<file path="src/rtl/aes_seq_pkg.sv">
// Shared types and default sizing for the byte-serial AES front-end sequencer.
package aes_seq_pkg;
    localparam int AES_SEQ_BLOCK_BYTES    = 16;
    localparam int AES_SEQ_TIMEOUT_CYCLES = 4095;
    localparam int AES_SEQ_CNT_W          = $clog2(AES_SEQ_BLOCK_BYTES);

    typedef enum logic [2:0] {
        ST_COLLECT,
        ST_LOAD,
        ST_WAIT,
        ST_CAPTURE,
        ST_SEND
    } seq_state_t;
endpackage

</file>
<file path="src/rtl/aes_byte_sequencer_if.sv">
// Upstream byte-pair stream, AES core load/capture pins and downstream byte stream.
interface aes_byte_sequencer_if;
    logic       in_valid;
    logic       in_ready;
    logic [7:0] in_key;
    logic [7:0] in_data;
    logic       core_rst;
    logic [7:0] core_key;
    logic [7:0] core_din;
    logic [7:0] core_dout;
    logic       core_vld;
    logic       out_valid;
    logic       out_ready;
    logic [7:0] out_data;
    logic       out_last;
    logic       busy;
    logic       err;

    modport master (
        output in_valid, in_key, in_data, core_dout, core_vld, out_ready,
        input  in_ready, core_rst, core_key, core_din, out_valid, out_data, out_last, busy, err
    );

    modport slave (
        input  in_valid, in_key, in_data, core_dout, core_vld, out_ready,
        output in_ready, core_rst, core_key, core_din, out_valid, out_data, out_last, busy, err
    );
endinterface

</file>
<file path="src/rtl/aes_seq_bytebuf.sv">
// DEPTH x W register file: synchronous write, asynchronous read, no reset (contents are
// always rewritten before use).
module aes_seq_bytebuf #(
    parameter int DEPTH = 16,
    parameter int W     = 8,
    parameter int AW    = $clog2(DEPTH)
) (
    input  logic          clk,
    input  logic          we,
    input  logic [AW-1:0] waddr,
    input  logic [W-1:0]  wdata,
    input  logic [AW-1:0] raddr,
    output logic [W-1:0]  rdata
);
    logic [W-1:0] mem [DEPTH];

    always_ff @(posedge clk) begin
        if (we) mem[waddr] <= wdata;
    end

    assign rdata = mem[raddr];
endmodule

</file>
<file path="src/rtl/aes_byte_sequencer.sv">
// Buffers one key/plaintext block, replays it gaplessly into the AES core, captures and streams out the ciphertext.
// One block in flight; out_valid holds until accepted. Optional WAIT timeout under AES_SEQ_TIMEOUT_EN.
module aes_byte_sequencer
    import aes_seq_pkg::*;
#(
    parameter int BLOCK_BYTES    = AES_SEQ_BLOCK_BYTES,
    parameter int TIMEOUT_CYCLES = AES_SEQ_TIMEOUT_CYCLES
) (
    input  logic                 clk,
    input  logic                 rst,
    aes_byte_sequencer_if.slave  bus
);
    localparam int               CNT_W = $clog2(BLOCK_BYTES);
    localparam logic [CNT_W-1:0] LAST  = CNT_W'(BLOCK_BYTES - 1);

    seq_state_t       state;
    logic [CNT_W-1:0] cnt;
    logic [CNT_W-1:0] rd_idx;
    logic [15:0]      ibuf_rdata;
    logic [7:0]       obuf_rdata;
    logic             in_ready;
    logic             core_rst;
    logic [7:0]       core_key;
    logic [7:0]       core_din;
    logic             out_valid;
    logic [7:0]       out_data;
    logic             out_last;
    logic             busy;
    logic             accept;

`ifdef AES_SEQ_TIMEOUT_EN
    localparam int               TMO_W    = $clog2(TIMEOUT_CYCLES + 1);
    localparam logic [TMO_W-1:0] TMO_LAST = TMO_W'(TIMEOUT_CYCLES - 1);
    logic [TMO_W-1:0] tmo;
    logic             err_q;
    assign bus.err = err_q;
`else
    logic unused_tmo;
    assign unused_tmo = |TIMEOUT_CYCLES;
    assign bus.err    = 1'b0;
`endif

    assign accept = (state == ST_COLLECT) && bus.in_valid;
    // Outputs are registered, so the buffers are read one index ahead of cnt.
    assign rd_idx = (state == ST_LOAD || state == ST_SEND) ? cnt + CNT_W'(1) : '0;

    aes_seq_bytebuf #(.DEPTH(BLOCK_BYTES), .W(16)) u_ibuf (
        .clk   (clk),
        .we    (accept),
        .waddr (cnt),
        .wdata ({bus.in_key, bus.in_data}),
        .raddr (rd_idx),
        .rdata (ibuf_rdata)
    );

    aes_seq_bytebuf #(.DEPTH(BLOCK_BYTES), .W(8)) u_obuf (
        .clk   (clk),
        .we    (state == ST_CAPTURE),
        .waddr (cnt),
        .wdata (bus.core_dout),
        .raddr (rd_idx),
        .rdata (obuf_rdata)
    );

    always_ff @(posedge clk or posedge rst) begin
        if (rst) begin
            state     <= ST_COLLECT;
            cnt       <= '0;
            in_ready  <= 1'b1;
            core_rst  <= 1'b1;
            core_key  <= 8'h00;
            core_din  <= 8'h00;
            out_valid <= 1'b0;
            out_data  <= 8'h00;
            out_last  <= 1'b0;
            busy      <= 1'b0;
`ifdef AES_SEQ_TIMEOUT_EN
            tmo       <= '0;
            err_q     <= 1'b0;
`endif
        end else begin
`ifdef AES_SEQ_TIMEOUT_EN
            err_q <= 1'b0;
`endif
            case (state)
                ST_COLLECT: begin
                    if (bus.in_valid) begin
                        if (cnt == LAST) begin
                            state    <= ST_LOAD;
                            cnt      <= '0;
                            in_ready <= 1'b0;
                            busy     <= 1'b1;
                            core_rst <= 1'b0;
                            core_key <= ibuf_rdata[15:8];
                            core_din <= ibuf_rdata[7:0];
                        end else begin
                            cnt <= cnt + CNT_W'(1);
                        end
                    end
                end
                ST_LOAD: begin
                    if (cnt == LAST) begin
                        state    <= ST_WAIT;
                        cnt      <= '0;
                        core_key <= 8'h00;
                        core_din <= 8'h00;
`ifdef AES_SEQ_TIMEOUT_EN
                        tmo      <= '0;
`endif
                    end else begin
                        cnt      <= cnt + CNT_W'(1);
                        core_key <= ibuf_rdata[15:8];
                        core_din <= ibuf_rdata[7:0];
                    end
                end
                ST_WAIT: begin
                    if (bus.core_vld) begin
                        state <= ST_CAPTURE;
                        cnt   <= '0;
                    end
`ifdef AES_SEQ_TIMEOUT_EN
                    else if (tmo == TMO_LAST) begin
                        state    <= ST_COLLECT;
                        cnt      <= '0;
                        err_q    <= 1'b1;
                        core_rst <= 1'b1;
                        in_ready <= 1'b1;
                        busy     <= 1'b0;
                    end else begin
                        tmo <= tmo + TMO_W'(1);
                    end
`endif
                end
                ST_CAPTURE: begin
                    if (cnt == LAST) begin
                        state     <= ST_SEND;
                        cnt       <= '0;
                        core_rst  <= 1'b1;
                        out_valid <= 1'b1;
                        out_data  <= obuf_rdata;
                        out_last  <= 1'b0;
                    end else begin
                        cnt <= cnt + CNT_W'(1);
                    end
                end
                ST_SEND: begin
                    if (bus.out_ready) begin
                        if (cnt == LAST) begin
                            state     <= ST_COLLECT;
                            cnt       <= '0;
                            out_valid <= 1'b0;
                            out_data  <= 8'h00;
                            out_last  <= 1'b0;
                            in_ready  <= 1'b1;
                            busy      <= 1'b0;
                        end else begin
                            cnt      <= cnt + CNT_W'(1);
                            out_data <= obuf_rdata;
                            out_last <= (cnt + CNT_W'(1) == LAST);
                        end
                    end
                end
                default: state <= ST_COLLECT;
            endcase
        end
    end

    assign bus.in_ready  = in_ready;
    assign bus.core_rst  = core_rst;
    assign bus.core_key  = core_key;
    assign bus.core_din  = core_din;
    assign bus.out_valid = out_valid;
    assign bus.out_data  = out_data;
    assign bus.out_last  = out_last;
    assign bus.busy      = busy;
endmodule

</file>
<file path="src/flat_wrapper.sv">
// flat-port wrapper written by rule: the top's interface ports become plain ports
module aes_byte_sequencer_flat import aes_seq_pkg::*;
#(
    parameter int BLOCK_BYTES    = AES_SEQ_BLOCK_BYTES,
    parameter int TIMEOUT_CYCLES = AES_SEQ_TIMEOUT_CYCLES
)
  (clk, rst, bus_in_valid, bus_in_key, bus_in_data, bus_core_dout, bus_core_vld, bus_out_ready, bus_in_ready, bus_core_rst, bus_core_key, bus_core_din, bus_out_valid, bus_out_data, bus_out_last, bus_busy, bus_err);
  aes_byte_sequencer_if bus_i ();
  input  logic clk;
  input  logic rst;
  input wire logic [$bits(bus_i.in_valid)-1:0] bus_in_valid;
  input wire logic [$bits(bus_i.in_key)-1:0] bus_in_key;
  input wire logic [$bits(bus_i.in_data)-1:0] bus_in_data;
  input wire logic [$bits(bus_i.core_dout)-1:0] bus_core_dout;
  input wire logic [$bits(bus_i.core_vld)-1:0] bus_core_vld;
  input wire logic [$bits(bus_i.out_ready)-1:0] bus_out_ready;
  output wire logic [$bits(bus_i.in_ready)-1:0] bus_in_ready;
  output wire logic [$bits(bus_i.core_rst)-1:0] bus_core_rst;
  output wire logic [$bits(bus_i.core_key)-1:0] bus_core_key;
  output wire logic [$bits(bus_i.core_din)-1:0] bus_core_din;
  output wire logic [$bits(bus_i.out_valid)-1:0] bus_out_valid;
  output wire logic [$bits(bus_i.out_data)-1:0] bus_out_data;
  output wire logic [$bits(bus_i.out_last)-1:0] bus_out_last;
  output wire logic [$bits(bus_i.busy)-1:0] bus_busy;
  output wire logic [$bits(bus_i.err)-1:0] bus_err;
  assign bus_i.in_valid = bus_in_valid;
  assign bus_i.in_key = bus_in_key;
  assign bus_i.in_data = bus_in_data;
  assign bus_i.core_dout = bus_core_dout;
  assign bus_i.core_vld = bus_core_vld;
  assign bus_i.out_ready = bus_out_ready;
  assign bus_in_ready = bus_i.in_ready;
  assign bus_core_rst = bus_i.core_rst;
  assign bus_core_key = bus_i.core_key;
  assign bus_core_din = bus_i.core_din;
  assign bus_out_valid = bus_i.out_valid;
  assign bus_out_data = bus_i.out_data;
  assign bus_out_last = bus_i.out_last;
  assign bus_busy = bus_i.busy;
  assign bus_err = bus_i.err;
  aes_byte_sequencer #(.BLOCK_BYTES(BLOCK_BYTES), .TIMEOUT_CYCLES(TIMEOUT_CYCLES)) u_core (.clk(clk), .rst(rst), .bus(bus_i));
endmodule
</file>
<file path="config.mk">
export PLATFORM = sky130hd
export DESIGN_NAME = aes_byte_sequencer_flat
export DESIGN_NICKNAME = d
export VERILOG_FILES = /design/src/rtl/aes_seq_pkg.sv /design/src/rtl/aes_byte_sequencer_if.sv /design/src/rtl/aes_seq_bytebuf.sv /design/src/rtl/aes_byte_sequencer.sv /design/src/flat_wrapper.sv
export SDC_FILE = /design/constraint.sdc
export NUM_CORES = 1
export LEC_CHECK = 0
export ABC_AREA = 0
export CORE_UTILIZATION = 51
export CTS_BUF_LIST = sky130_fd_sc_hd__clkbuf_4
export DETAILED_ROUTE_END_ITERATION = 6
export GPL_TIMING_DRIVEN = 1
export PLACE_DENSITY_LB_ADDON = 0.1
export SKIP_LAST_GASP = 1
export SLEW_MARGIN = 10
export SYNTH_ARGS = -nofsm -noshare
export SYNTH_HDL_FRONTEND = slang
export SYNTH_HIERARCHICAL = 1
export SYNTH_SLANG_ARGS = --single-unit
export TNS_END_PERCENT = 5
</file>
<file path="constraint.sdc">
create_clock -name clk -period 2.9 [get_ports clk]
set_clock_uncertainty 0.05 [all_clocks]
set_input_delay 0.29 -clock clk [delete_from_list [all_inputs] [get_ports clk]]
set_output_delay 0.29 -clock clk [all_outputs]
set_load 0.01 [all_outputs]
</file>
# Word-level counts from Yosys, hierarchy flattened
# Memories as Yosys holds them, arrays and structs flattened.
# Cells that the tools add are included.
dict set report word_totals {
  ff_bits 36
  ramBits 384
  inputBits 29
  memories 2
}
dict set report classes {
  addsub 1
  n_eq_ne 13
  n_mux 43
  n_reduce_logical 16
}
# memory words word_bits rd rd_clocked_by_memory_dff write_ports line
set mem_list {}
lappend mem_list {u_core.u_ibuf.mem 16 16 1 0 1 aes_seq_bytebuf.sv:15} ;# logic [W-1:0] mem [DEPTH];
lappend mem_list {u_core.u_obuf.mem 16 8 1 0 1 aes_seq_bytebuf.sv:15}
# op count
set op_table {}
lappend op_table {{8-bit two-way mux} 9}
lappend op_table {{8-bit case mux with 2 select lines} 3}
lappend op_table {{3-bit two-way mux} 7}
lappend op_table {{4-bit two-way mux} 5}
lappend op_table {{4-bit case mux with 4 select lines} 1}
lappend op_table {{3-bit case mux with 5 select lines} 1}
lappend op_table {{1-bit two-way mux} 12}
lappend op_table {{2-bit inequality test (second input constant)} 6}
lappend op_table {{4-bit AND reduction} 3}
lappend op_table {{1-bit case mux with 2 select lines} 5}
lappend op_table {{4-bit == test (second input constant)} 2}
lappend op_table {{2-bit nonzero test} 4}
lappend op_table {{7-bit AND reduction} 1}
lappend op_table {{3-bit by 2-bit == test with 1-bit output (second input constant)} 2}
lappend op_table {{3-bit AND reduction} 2}
lappend op_table {{5-bit AND reduction} 1}
lappend op_table {{4-bit by 1-bit adder with 4-bit output (second input constant)} 1}
lappend op_table {{4-bit nonzero test} 1}
lappend op_table {{3-bit by 1-bit == test with 1-bit output (second input constant)} 1}
lappend op_table {{3-bit == test (second input constant)} 1}
lappend op_table {{3-bit zero test} 1}
lappend op_table {{2-bit by 1-bit inequality test with 1-bit output (second input constant)} 1}
lappend op_table {{2-bit OR reduction} 1}
lappend op_table {{1-bit logical AND} 1}
lappend op_table {{1-bit logical OR} 1}

# Depth between registers and ports, before layout
# An unclocked memory read counts as a cell.
dict set report depth {
  ltp_word 7
  depth_mapped 11
  mapped_depth_nobuf 8
}

# Hierarchy
# Netlist, hierarchy kept.
# mod instances cells_each area_each_um2 seq_area_each_um2
set by_module_without_submodules {}
lappend by_module_without_submodules {{aes_seq_bytebuf at u_core.u_ibuf} 1 416 9721.8 7687.4}
lappend by_module_without_submodules {{aes_seq_bytebuf at u_core.u_obuf} 1 221 4987.3 3843.7}
lappend by_module_without_submodules {aes_byte_sequencer 1 165 1759.2 903.4}

# Least setup slack after synthesis
# OpenSTA, ideal clock, no wires.
dict set report synth_path {
  path_type {reg2reg}
  from {register u_core.state[1]}
  to {memory u_core.u_ibuf.mem[0][0] (enable)}
  setup_ps 409
  t_arrival_ps 2609
  t_required_ps 2441
  slack_ps -168
  stages_incl_launch_ff 6
  synth_period_minus_slack_ps 3068
  path_cell_list {dfrtp_1 -> buf_2 -> buf_2 -> nor3_1 -> or3b_2 -> nor3_1}
}
dict set report synth_via {
  elab_chain_cells 4
}
# element line
set synth_lines {}
lappend synth_lines {{start, declared} aes_byte_sequencer.sv:16} ;# seq_state_t state;
lappend synth_lines {{start signal, assigned} aes_byte_sequencer.sv:67} ;# state <= ST_COLLECT;
lappend synth_lines {{start signal, assigned} aes_byte_sequencer.sv:89} ;# state <= ST_LOAD;
lappend synth_lines {{start signal, assigned} aes_byte_sequencer.sv:103} ;# state <= ST_WAIT;
lappend synth_lines {{3-bit zero test} aes_byte_sequencer.sv:43} ;# assign accept = (state == ST_COLLECT) && bus.in_valid;
lappend synth_lines {{1-bit logical AND} aes_byte_sequencer.sv:43}
lappend synth_lines {{named net u_core.accept} aes_byte_sequencer.sv:29} ;# logic accept;
lappend synth_lines {{1-bit two-way mux} aes_seq_bytebuf.sv:18} ;# if (we) mem[waddr] <= wdata;
lappend synth_lines {{1-bit two-way mux (not written as such)} aes_seq_bytebuf.sv:18}
lappend synth_lines {{end, declared} aes_seq_bytebuf.sv:15}
# The timed path passes the listed nets, and every way through them passes these cells.

# Final worst setup path
dict set report layout_path {
  from {register u_core.state[0]}
  to {register u_core.core_din[7], in the netlist u_core/bus.core_din[7]}
}
dict set report layout_via {
  elab_chain_cells 7
  word_cells_on_any_way 14
}
# element line
set layout_lines {}
lappend layout_lines {{3-bit by 1-bit == test with 1-bit output or 3-bit == test (tied branches)} aes_byte_sequencer.sv:45} ;# assign rd_idx = (state == ST_LOAD || state == ST_SEND) ? cnt + CNT_W'(1) : '0;
lappend layout_lines {{1-bit logical OR (*)} aes_byte_sequencer.sv:45}
lappend layout_lines {{4-bit two-way mux (*)} aes_byte_sequencer.sv:45}
lappend layout_lines {{named net u_core.rd_idx[0]} aes_byte_sequencer.sv:18} ;# logic [CNT_W-1:0] rd_idx;
lappend layout_lines {{memory 16 x 16 bit (*)} --}
lappend layout_lines {{named net u_core.ibuf_rdata[7]} aes_byte_sequencer.sv:19} ;# logic [15:0] ibuf_rdata;
lappend layout_lines {{8-bit two-way mux} aes_byte_sequencer.sv:88} ;# if (cnt == LAST) begin
lappend layout_lines {{8-bit two-way mux} aes_byte_sequencer.sv:87} ;# if (bus.in_valid) begin
lappend layout_lines {{8-bit case mux with 2 select lines (*)} aes_byte_sequencer.sv:85} ;# case (state)
lappend layout_lines {{end signal, assigned} aes_byte_sequencer.sv:95} ;# core_din <= ibuf_rdata[7:0];
lappend layout_lines {{end signal, assigned} aes_byte_sequencer.sv:113} ;# core_din <= ibuf_rdata[7:0];
lappend layout_lines {{end, declared} aes_byte_sequencer.sv:24} ;# logic [7:0] core_din;
# Mark *: on every way through the listed nets, which the timed path passes. The rest lies on a longest branch. The select of a mux whose other input is x is not followed.
# A chain may end at the register's enable or synchronous reset.

==> results.ini <==
[final_layout]
fin_nets = 1019
area_delta_synth_final_pct = 17.3
fill_cells = 2282
final_cell_area_mm2 = 0.0193
drive_above_1_share_pct = 32.3

[timing]
fin_crit_sh_pct = 90.7
setup-tns-final_ns = 0
slew_headroom_pct = 35.0
max_freq_mhz = 380
rsz0062_at_grt = no
worst_slew_pin_slew_ns = 0.973
drv_slew = 0
hold_viol_final = 0
min_period_ns = 2.63
setup_violations = 0

[critical_path]
cp_num_buf_inv = 1
cp.required_ns = 3.44
cp_top_family = multiplexers
start_kind = flop
r2r-end = u_core/bus.core_din[7]
crit_chain = xor2_1 -> nand2b_1 -> nor2_4 -> buf_12 -> mux4_1 -> a22oi_1 -> nand2_1 -> a22o_2
crit_fanout = 40
max_stage_delay_ns = 0.60
r2r_cells = 8
rrSetupSlack_ns = 0.27
critical_path_arrival_ns = 3.17
cp-end-kind = flop
r2r-start = u_core/state[0]
critPathKind = reg2reg
cp_slowest_cell = mux4_1

[placement]
globalplace.congestion = 0.779
io_buffers = 57
dpl.hpwl_um = 21100
placedInstanceArea_mm2 = 0.0179

[power]
combPwrFrac_pct = 30.4
p_clk_share_pct = 28.2
pwr_density_cell_mw_per_mm2 = 913
cellInternalPower_mw = 12.3
max-vdd-ir-drop_v = 0.000489
power_frac_seq_pct = 41.5
p_sw_mw = 5.35
power.leakage_nw = 6.50
switching_share_pct = 30.3

[synth]
synth-seq-cells = 420
syn_inst = 802
postSynthAreaPerCell_um2 = 20.5
syn_area_mm2 = 0.0165
yosysMostFrequentCell = edfxtp_1
synth_top_area_share_pct = 70.0
ys_seq_area_share_pct = 75.5
synth.distinct_cells = 49
synth_warnings = 6
async_flop_share_pct = 8.57
netlist_top_cells_area = edfxtp_1 70%, mux4_2 9.8%, dfrtp_1 5.2%
yosys_most_used_dff = edfxtp_1
synth_top_area_cell = edfxtp_1
synth_nets = 833
synth_edf_count = 384
synthTopCellsByCount = 384 x edfxtp_1, 72 x mux4_2, 49 x nand2_1, 48 x a22oi_1, 40 x nor2_1

[flow_run]
max_cap_viol_count = 0

[clocking]
ctsResizeCount = 0
cts_tree = built
cts.reportedPaths.clkPinSlew_ns = 0.07
cts_setup_buffers = 0
clkSinkCount = 420
cts_hold_buffers = 0
cts_root_buffer = clkbuf_4
clock_path_buffers = 3
cts_buffers = 106
worst_skew_pair.late_latency_ns = 0.76
cts_max_level = 3

[die]
dieArea_mm2 = 0.0330
start_util_pct = 52.1
die_h_um = 182
die_w_um = 182
rows = 65
ios = 59
coreArea_mm2 = 0.0316

[route]
wire_per_inst_um = 24.1
drc = 0
drt_first_iter_violations = 698
viasPerCell = 5.88
drt-total-wl_um = 35700
drt-pass1-iter-count = 5
ant_nets = 0
vias = 8712

[grt]
overflow = 0
grt_pass1_vias = 9229
grt_pass1_wl_um = 54600
antenna_found_initial = 1
grt_max_degree = 45
track_usage_pct = 22.7

[hold_path]
holdCritPathClass = in2async

[outcome]
outcome = finished clean

## area by class of cell
cell class	count	area (µm²)	area share, %
sequential	420	12400	64.4
antenna	1	2.50	0.0130
clock inverter	44	240	1.24
inverter	6	22.5	0.117
multi-input combinational	334	3780	19.6
clock buffer	155	1160	6.02
tap	402	503	2.60
timing repair buffer	120	1170	6.05
## metrics by stage
| step | utilization (%) | instances | hold WS, ns | total power, mW | setup slack (ns) |
|---|---|---|---|---|---|
| after global placement | 56.6 | 1282 | 0.421 | 12.8 | 0.0738 |
| final | 61.1 | 1482 | 0.0424 | 17.6 | 0.269 |
| after global routing | 61.1 | 1482 | 0.0788 | 18.5 | 0.0806 |
| after floorplan | - | 802 | 0.339 | 11.0 | 0.140 |
| after detailed placement | 56.6 | 1282 | 0.423 | 12.9 | 0.0374 |
| after CTS | 61.1 | 1481 | 0.00201 | 17.9 | 0.226 |
## worst register-to-register path: stages (launching register included)
cell and delay (ns):
dfrtp_1 0.38, xor2_1 0.15, nand2b_1 0.19, nor2_4 0.20, buf_12 0.32, mux4_1 0.64, a22oi_1 0.24, nand2_1 0.09
a22o_2 0.24
## per-layer routing
layer	global-route usage, %	vias to the layer above	part of all wire, %
met5	0	-	0
met4	8.95	0	2.7
met3	4.15	80	5.9
met2	37.2	325	50
met1	30.5	4519	42
li1	-	3788	-
## state kept, by name, summed over array words and instances, names as in the netlist
register / cells
u_core/cnt: 4
u_core/state: 3
u_core/u_ibuf/mem: 256
u_core/bus.core_rst: 1
u_core/bus.in_ready: 1
u_core/bus.busy: 1
u_core/bus.out_last: 1
u_core/bus.core_key: 8
u_core/bus.out_data: 8
u_core/u_obuf/mem: 128
u_core/bus.out_valid: 1
u_core/bus.core_din: 8
## power by group through the flow
stage	clock (mW)	combinational, mW	sequential (mW)
finish	4.96	5.36	7.31
global route	5.40	5.78	7.35
CTS	5.12	5.43	7.32
detailed placement	0	5.41	7.44
global placement	0	5.34	7.42
floorplan	0	3.56	7.47
## kinds of logic (layout without fill, tap and decap cells)
logic type | count (synthesis) | in the layout | synth area share [%]
compound gates | 95 | 95 | 4.45
simple gates | 131 | 131 | 3.73
xor+xnor | 4 | 4 | 0.213
mux | 101 | 101 | 14.0
flops | 420 | 420 | 75.5
other cells | 1 | 2 | 0.0228
buf+inv | 48 | 325 | 1.91
fa+ha+maj | 2 | 2 | 0.152
## worst max-delay path by stage
stage               startpoint                      end  depth (start not counted)
3_3_place_gp      bus_in_valid  u_core/u_ibuf/mem[0][9]                          7
2_1_floorplan    u_core/cnt[0]   u_core/bus.core_din[5]                          9
4_1_cts        u_core/state[0]   u_core/bus.core_din[7]                          8
5_1_grt          u_core/cnt[0]   u_core/bus.core_din[0]                          8
3_5_place_dp      bus_in_valid  u_core/u_ibuf/mem[0][9]                          7
6_report       u_core/state[0]   u_core/bus.core_din[7]                          8
## layout by cell type (no fill, tap or decap), drive strengths merged, types with 2 or more instances in the layout
master / count
nor3: 9
and2: 3
dfstp: 2
nand3: 8
xor2: 3
nand2: 49
nor2b: 4
a31oi: 4
bufinv: 2
mux2: 5
ha: 2
nand2b: 7
o21ai: 11
clkinv: 36
a21o: 2
a22oi: 48
clkdlybuf4s50: 57
clkbuf: 155
dfrtp: 34
nor2: 40
a22o: 16
nand3b: 5
mux4: 96
or3b: 2
buf: 63
edfxtp: 384
a21oi: 5
o22ai: 2
inv: 9
clkinvlp: 3
No activity file was read; power rests on OpenSTA's default activity.
==> RTL edit 1: new RTL, same flow settings <==
The 5 states of `seq_state_t` get a one-hot encoding in 5 bits.
--- a/src/rtl/aes_seq_pkg.sv
+++ b/src/rtl/aes_seq_pkg.sv
@@ -4,12 +4,12 @@
     localparam int AES_SEQ_TIMEOUT_CYCLES = 4095;
     localparam int AES_SEQ_CNT_W          = $clog2(AES_SEQ_BLOCK_BYTES);
 
-    typedef enum logic [2:0] {
-        ST_COLLECT,
-        ST_LOAD,
-        ST_WAIT,
-        ST_CAPTURE,
-        ST_SEND
+    typedef enum logic [4:0] {
+        ST_COLLECT = 5'b00001,
+        ST_LOAD    = 5'b00010,
+        ST_WAIT    = 5'b00100,
+        ST_CAPTURE = 5'b01000,
+        ST_SEND    = 5'b10000
     } seq_state_t;
 endpackage
 
Check against the original RTL: same outputs for any inputs over 4 cycles, from zero or initial values and one cycle with rst high; so few cycles prove little.
==> RTL edit 1 against the original RTL <==
- routed wire length up 7.6%
- synthesized cell count up 4.1%
- setup slack got worse by 210 ps
- synthesized area increased by 1.4%
- final area up 1.9%
- sequential cell count up 2
Power is not compared: it rests on default switching activity, and its combinational part moved more than twofold at a synthesized area within 25%.
==> RTL edit 1: results (changes against the original RTL) <==
| Metric | Value |
|---|---|
| Async S/R FF share, synth | 9.00% (+0.43 points) |
| XOR/XNOR share of the synthesized area | 0.210% (-0.0029 points) |
| Maximum number of pins on one net before global-route repair | 47 (+4.4%) |
| Layout cell share with drive strength beyond 1 | 33.3% (+1.1 points) |
| Global-route wire length before repair | 57900 um (+6.1%) |
| Multiplexer share of the synthesized area | 14.3% (+0.31 points) |
| Placer congestion estimate | 0.814 (+4.6%) |
| Post-synth net total | 866 (+4.0%) |
| Top post-synthesis cells by count | edfxtp_1 (384), mux4_2 (72), nand2_1 (72) |
| Classification of the worst-slack hold path | in2reg |
| Number of cells in the design after placement | 1360 (+6.1%) |
| Unique cell type count in the Yosys netlist | 52 (+6.1%) |
| Detailed-route wire length | 38400 um (+7.6%) |
| Deepest level of the CTS H-tree | 3 (unchanged) |
| Tot GR Track Use | 24.0% (+1.3 points) |
| Compound-gate portion of the synthesized area | 4.10% (-0.35 points) |
| Top fanout value on the critical path | 11 (-73%) |
| Vias in the first global route | 9312 (+0.90%) |
| Wire length on met1 | 17100 um (+15%) |
| Iter 0 DRT Violations | 752 (+7.7%) |
| Worst Hold Launch | bus_core_vld |
| Synth area leaders | edfxtp_1 (69%), mux4_2 (9.7%), dfrtp_1 (5.2%), mux4_1 (3.8%), a22oi_1 (2.2%) |
| Met3 routed wirelength | 2880 um (+36%) |
| HPWL after DPL | 23300 um (+10%) |
| Run status | finished clean |
| Sequential share of the synthesized area | 74.8% (-0.73 points) |
| Post-Synth Adder-Cell Area | 0.150% (-0.0021 points) |
| Max_slew headroom | 38.4% (+3.3 points) |
| Drt pass-1 iters | 5 (unchanged) |
| Clock buffers created by TritonCTS | 105 (-0.94%) |
| Initial antenna violation count | 3 (+2) |
| Post-route DRC | 0 (unchanged) |
| Highest routed layer | met5 |
| Worst setup slack for register-to-register paths | 60 ps (-210 ps) |
| Total length of routed met2 wires | 17900 um (+1.0%) |
| Insertion delay to the later sink of the worst-skew pair | 730 ps (-30 ps) |
| Crit. Startpoint | u_core/state[2] |
| Via-to-Cell Ratio | 5.85 (-0.53%) |
| Average footprint of a synthesized cell | 20.0 um^2 (-2.6%) |
| Largest registers ranked by flip-flop count | u_core/u_ibuf/mem: 256 flops, u_core/u_obuf/mem: 128 flops |
RTL edit 1: final cells by class:
| class | instances | area [um^2] | area share (%) |
|---|---|---|---|
| clock buffers | 171 | 1280 | 6.52 |
| multi-input cells | 360 | 3930 | 20.0 |
| repair buffers | 134 | 1290 | 6.55 |
| well taps | 435 | 544 | 2.76 |
| flip-flops and latches | 422 | 12500 | 63.4 |
| diodes | 2 | 5.00 | 0.0254 |
| inverters | 12 | 45.0 | 0.229 |
| clock inverters | 15 | 106 | 0.540 |
RTL edit 1: cells by family (layout without fill, tap and decap cells):
| logic type | Yosys count | after routing |
|---|---|---|
| xor+xnor | 4 | 4 |
| simple gates | 156 | 156 |
| fa+ha+maj | 2 | 2 |
| buf+inv | 53 | 332 |
| flops | 422 | 422 |
| compound gates | 89 | 89 |
| mux | 108 | 108 |
| other cells | 1 | 3 |
RTL edit 1: report_power, final:
group	internal, W	total [W]	switching (W)
logic	0.000766	0.00181	0.00104
clock network	0.00274	0.00500	0.00226
registers	0.00709	0.00736	0.000262
total	0.0106	0.0142	0.00356
RTL edit 1: worst max-delay path: stages (launching register included):
cell,delay [ps]
dfrtp_2,470
nor2_1,170
nand3_1,170
a21oi_4,210
buf_12,150
buf_12,170
buf_4,210
mux4_1,590
a22oi_2,250
nand2_1,90
nand2_1,70
mux2i_1,80
RTL edit 1: stage by stage:
step	util (%)	hold slack [ps]	total power [W]	setup slack (ps)	cell area, um^2
floorplan	-	339	0.00833	152	16700
global placement	57.1	417	0.00919	49.8	18200
detailed placement	57.1	423	0.00927	-12.3	18200
CTS	61.7	144	0.0143	0.102	19700
global route	61.8	163	0.0148	-53.9	19700
finish	61.8	197	0.0142	58.5	19700
RTL edit 1: layer usage:
| metal | global-route usage (%) | vias to the layer above |
|---|---|---|
| met1 | 35.7 | 4763 |
| met4 | 7.17 | 2 |
| li1 | - | 3890 |
| met2 | 35.7 | 366 |
| met3 | 5.58 | 48 |
| met5 | 0 | - |
RTL edit 1: final timing paths:
path                                           to  cells past startpoint
min in group asynchronous  u_core/bus.core_din[2]                      4
max in group asynchronous         u_core/state[3]                      4
setup reg to reg           u_core/bus.out_data[1]                     11
setup / recovery           u_core/bus.out_data[1]                     11
hold / removal                    u_core/state[2]                      2
hold reg to reg            u_core/bus.core_din[0]                      2
RTL edit 1: timing repair:
item / in CTS / in global routing
cloned: 1 / 0
setup buffers: 1 / 0
hold buffers: 1 / 0
setup endpoints to repair: 2 / 11
endpoints found under the hold margin: 15 / 0
pin swaps: 1 / 0
resized for setup: 0 / 7
==> RTL edit 2: new RTL, config.mk and constraints unchanged <==
Without the edit above. The option `AES_SEQ_TIMEOUT_EN` is turned on by a define.
--- a/src/rtl/aes_byte_sequencer.sv
+++ b/src/rtl/aes_byte_sequencer.sv
@@ -1,5 +1,7 @@
 // Buffers one key/plaintext block, replays it gaplessly into the AES core, captures and streams out the ciphertext.
 // One block in flight; out_valid holds until accepted. Optional WAIT timeout under AES_SEQ_TIMEOUT_EN.
+`define AES_SEQ_TIMEOUT_EN
+
 module aes_byte_sequencer
     import aes_seq_pkg::*;
 #(
Behaviour: same outputs for any inputs over 4 cycles, from zero or initial values and one cycle with rst high; that may be too few to reach the edited logic, so the function may still have changed.
==> RTL edit 2 against the original RTL <==
- first-iteration DRC count decreased by 32%
- synthesized cell count increased by 13%
- final area increased by 4.8%
- sequential power increased by 4.0%
- sequential cell count increased by 13
- fmax increased by 0.18%
- sequential share of layout area decreased by 1.4 points
- highest routed layer unchanged
- synthesized area increased by 4.5%
- setup slack improved by 4.7 ps
- largest power group unchanged
- power increased by 12%
- routed wire length increased by 6.8%
- die area increased by 4.4%
- largest cell class unchanged
==> RTL edit 2: results (changes against the original RTL) <==
| Metric | Value |
|---|---|
| Met1 track utilization from global routing | 31.4% (+0.85 points) |
| Fin nets | 1144 (+12%) |
| Clock tree buffer depth | 3 (unchanged) |
| Crit end category | flop |
| Clock buffers created by TritonCTS | 108 (+1.9%) |
| Number of sinks handled by clock tree synthesis | 433 (+3.1%) |
| Largest registers ranked by flip-flop count | u_core/u_ibuf/mem: 256 flops, u_core/u_obuf/mem: 128 flops, u_core/tmo: 12 flops |
| Placer congestion estimate | 0.749 (-3.8%) |
| Classification of the worst-slack hold path | in2reg |
| Vias after detailed routing | 9283 (+6.6%) |
| Vias in the first global route | 9511 (+3.1%) |
| Number of fill cells in the layout | 2503 (+9.7%) |
| Final setup margin | 274 ps (+4.65 ps) |
| Port-buffer cells | 58 (+1.8%) |
| CP max stage delay | 470 ps (-130 ps) |
| Met2 GRT Util | 37.8% (+0.66 points) |
| Top fanout value on the critical path | 8 (-80%) |
| Sequential share of the synthesized area | 74.2% (-1.3 points) |
| Max_slew headroom | 57.7% (+23 points) |
| Crit path max-delay family | simple AND/OR/NAND/NOR gates |
| Async S/R FF share, synth | 11.3% (+2.7 points) |
| Synth area leaders | edfxtp_1 (67%), mux4_2 (9.4%), dfrtp_1 (6.8%), mux4_1 (3.7%), a22oi_1 (2.1%) |
| Total cell area at the placement stage | 0.0188 mm^2 (+5.2%) |
| Iter 0 DRT Violations | 473 (-32%) |
| Global-route wire length before repair | 57500 um (+5.4%) |
| Capturing element of the worst setup path | u_core/bus.core_key[3] |
| Leakage power figure | 6.93 nW (+6.6%) |
| Maximum number of pins on one net before global-route repair | 59 (+31%) |
| Top post-synthesis cells by count | edfxtp_1 (384), nand2_1 (90), mux4_2 (72) |
| Number of gates resized after cts | 0 (unchanged) |
| Critical path's slowest cell | and2_1 |
| Post-synth net total | 943 (+13%) |
| Insertion delay to the later sink of the worst-skew pair | 780 ps (+20 ps) |
| Pre-CTS setup slack | 253 ps (+216 ps) |
| Met3 global-route usage | 4.70% (+0.54 points) |
| Tot GR Track Use | 23.3% (+0.62 points) |
| Layout cell share with drive strength beyond 1 | 30.7% (-1.6 points) |
| Run status | finished clean |
| Final routed wire length divided by cell count | 23.4 um (-3.1%) |
| Crit. Startpoint | u_core/cnt[1] |
| Arrival time of data at the critical path endpoint | 3290 ps (+120 ps) |
| Number of cells on the worst reg-to-reg path | 10 (+2) |
| Unique cell type count in the Yosys netlist | 57 (+16%) |
| Peak supply drop | 0.774 mV (+58%) |
| HPWL after DPL | 23400 um (+11%) |
| Setup bufs post-CTS | 0 (unchanged) |
[RTL edit 2: repair_timing]
action,4_1_cts,5_1_grt
hold buffers,1,0
setup endpoints to repair,0,0
endpoints found under the hold margin,20,0
[RTL edit 2: metrics by stage]
step	instances	util [%]
5_1_grt	1632	61.6
3_5_place_dp	1442	57.3
2_1_floorplan	910	-
3_3_place_gp	1442	57.3
4_1_cts	1631	61.6
6_report	1632	61.6
[RTL edit 2: worst register-to-register path, cell delays in order (launching register included)]
cell and delay, ps:
dfrtp_1 370, ha_1 230, nor2b_1 190, or2_2 140, nor2b_1 450, and2_1 470, buf_4 280, a22oi_1 90
nand2_1 70, nand2_1 60, o21ai_0 170
[RTL edit 2: final cells by class]
cell class	count	area, um^2	area share, %
Sequential cell	433	12800	63.0
Clock buffer	171	1280	6.34
Tap cell	442	553	2.73
Clock inverter	17	106	0.525
Multi-Input combinational cell	425	4210	20.8
Timing Repair Buffer	136	1310	6.45
Inverter	7	26.3	0.130
Antenna cell	1	2.50	0.0124
[RTL edit 2: logic make-up (layout without fill, tap and decap cells)]
family          count (synthesis)  after routing  share of synthesized area (%)
flops                         433            433                           74.2
simple gates                  203            203                           5.75
compound gates                114            114                           4.46
mux                           102            102                           13.5
buf+inv                        52            331                           1.77
fa+ha+maj                       4              4                          0.291
xor+xnor                        2              2                          0.102
other cells                     0              1                              0
[RTL edit 2: how the worst min path moves through the flow]
| stage | endpoint | slack [ps] | depth (start not counted) |
|---|---|---|---|
| 2_1_floorplan | u_core/u_ibuf/mem[0][0] | 340 | 0 |
| 3_3_place_gp | u_core/bus.out_data[1] | 410 | 2 |
| 3_5_place_dp | u_core/bus.out_data[1] | 420 | 2 |
| 4_1_cts | u_core/state[2] | 150 | 4 |
| 5_1_grt | u_core/state[2] | 250 | 4 |
| 6_report | u_core/state[2] | 230 | 4 |
[RTL edit 2: metal layers]
metal / vias to the layer above / share of wire, %
met2: 294 / 49
li1: 4173 / -
met4: 0 / 2.2
met3: 49 / 5.8
met1: 4767 / 43
met5: - / 0
[RTL edit 2: power breakdown]
group / internal [W] / switching (W) / total (W)
combinational: 0.00337 / 0.00377 / 0.00713
sequential: 0.00728 / 0.000322 / 0.00760
clock: 0.00274 / 0.00229 / 0.00503
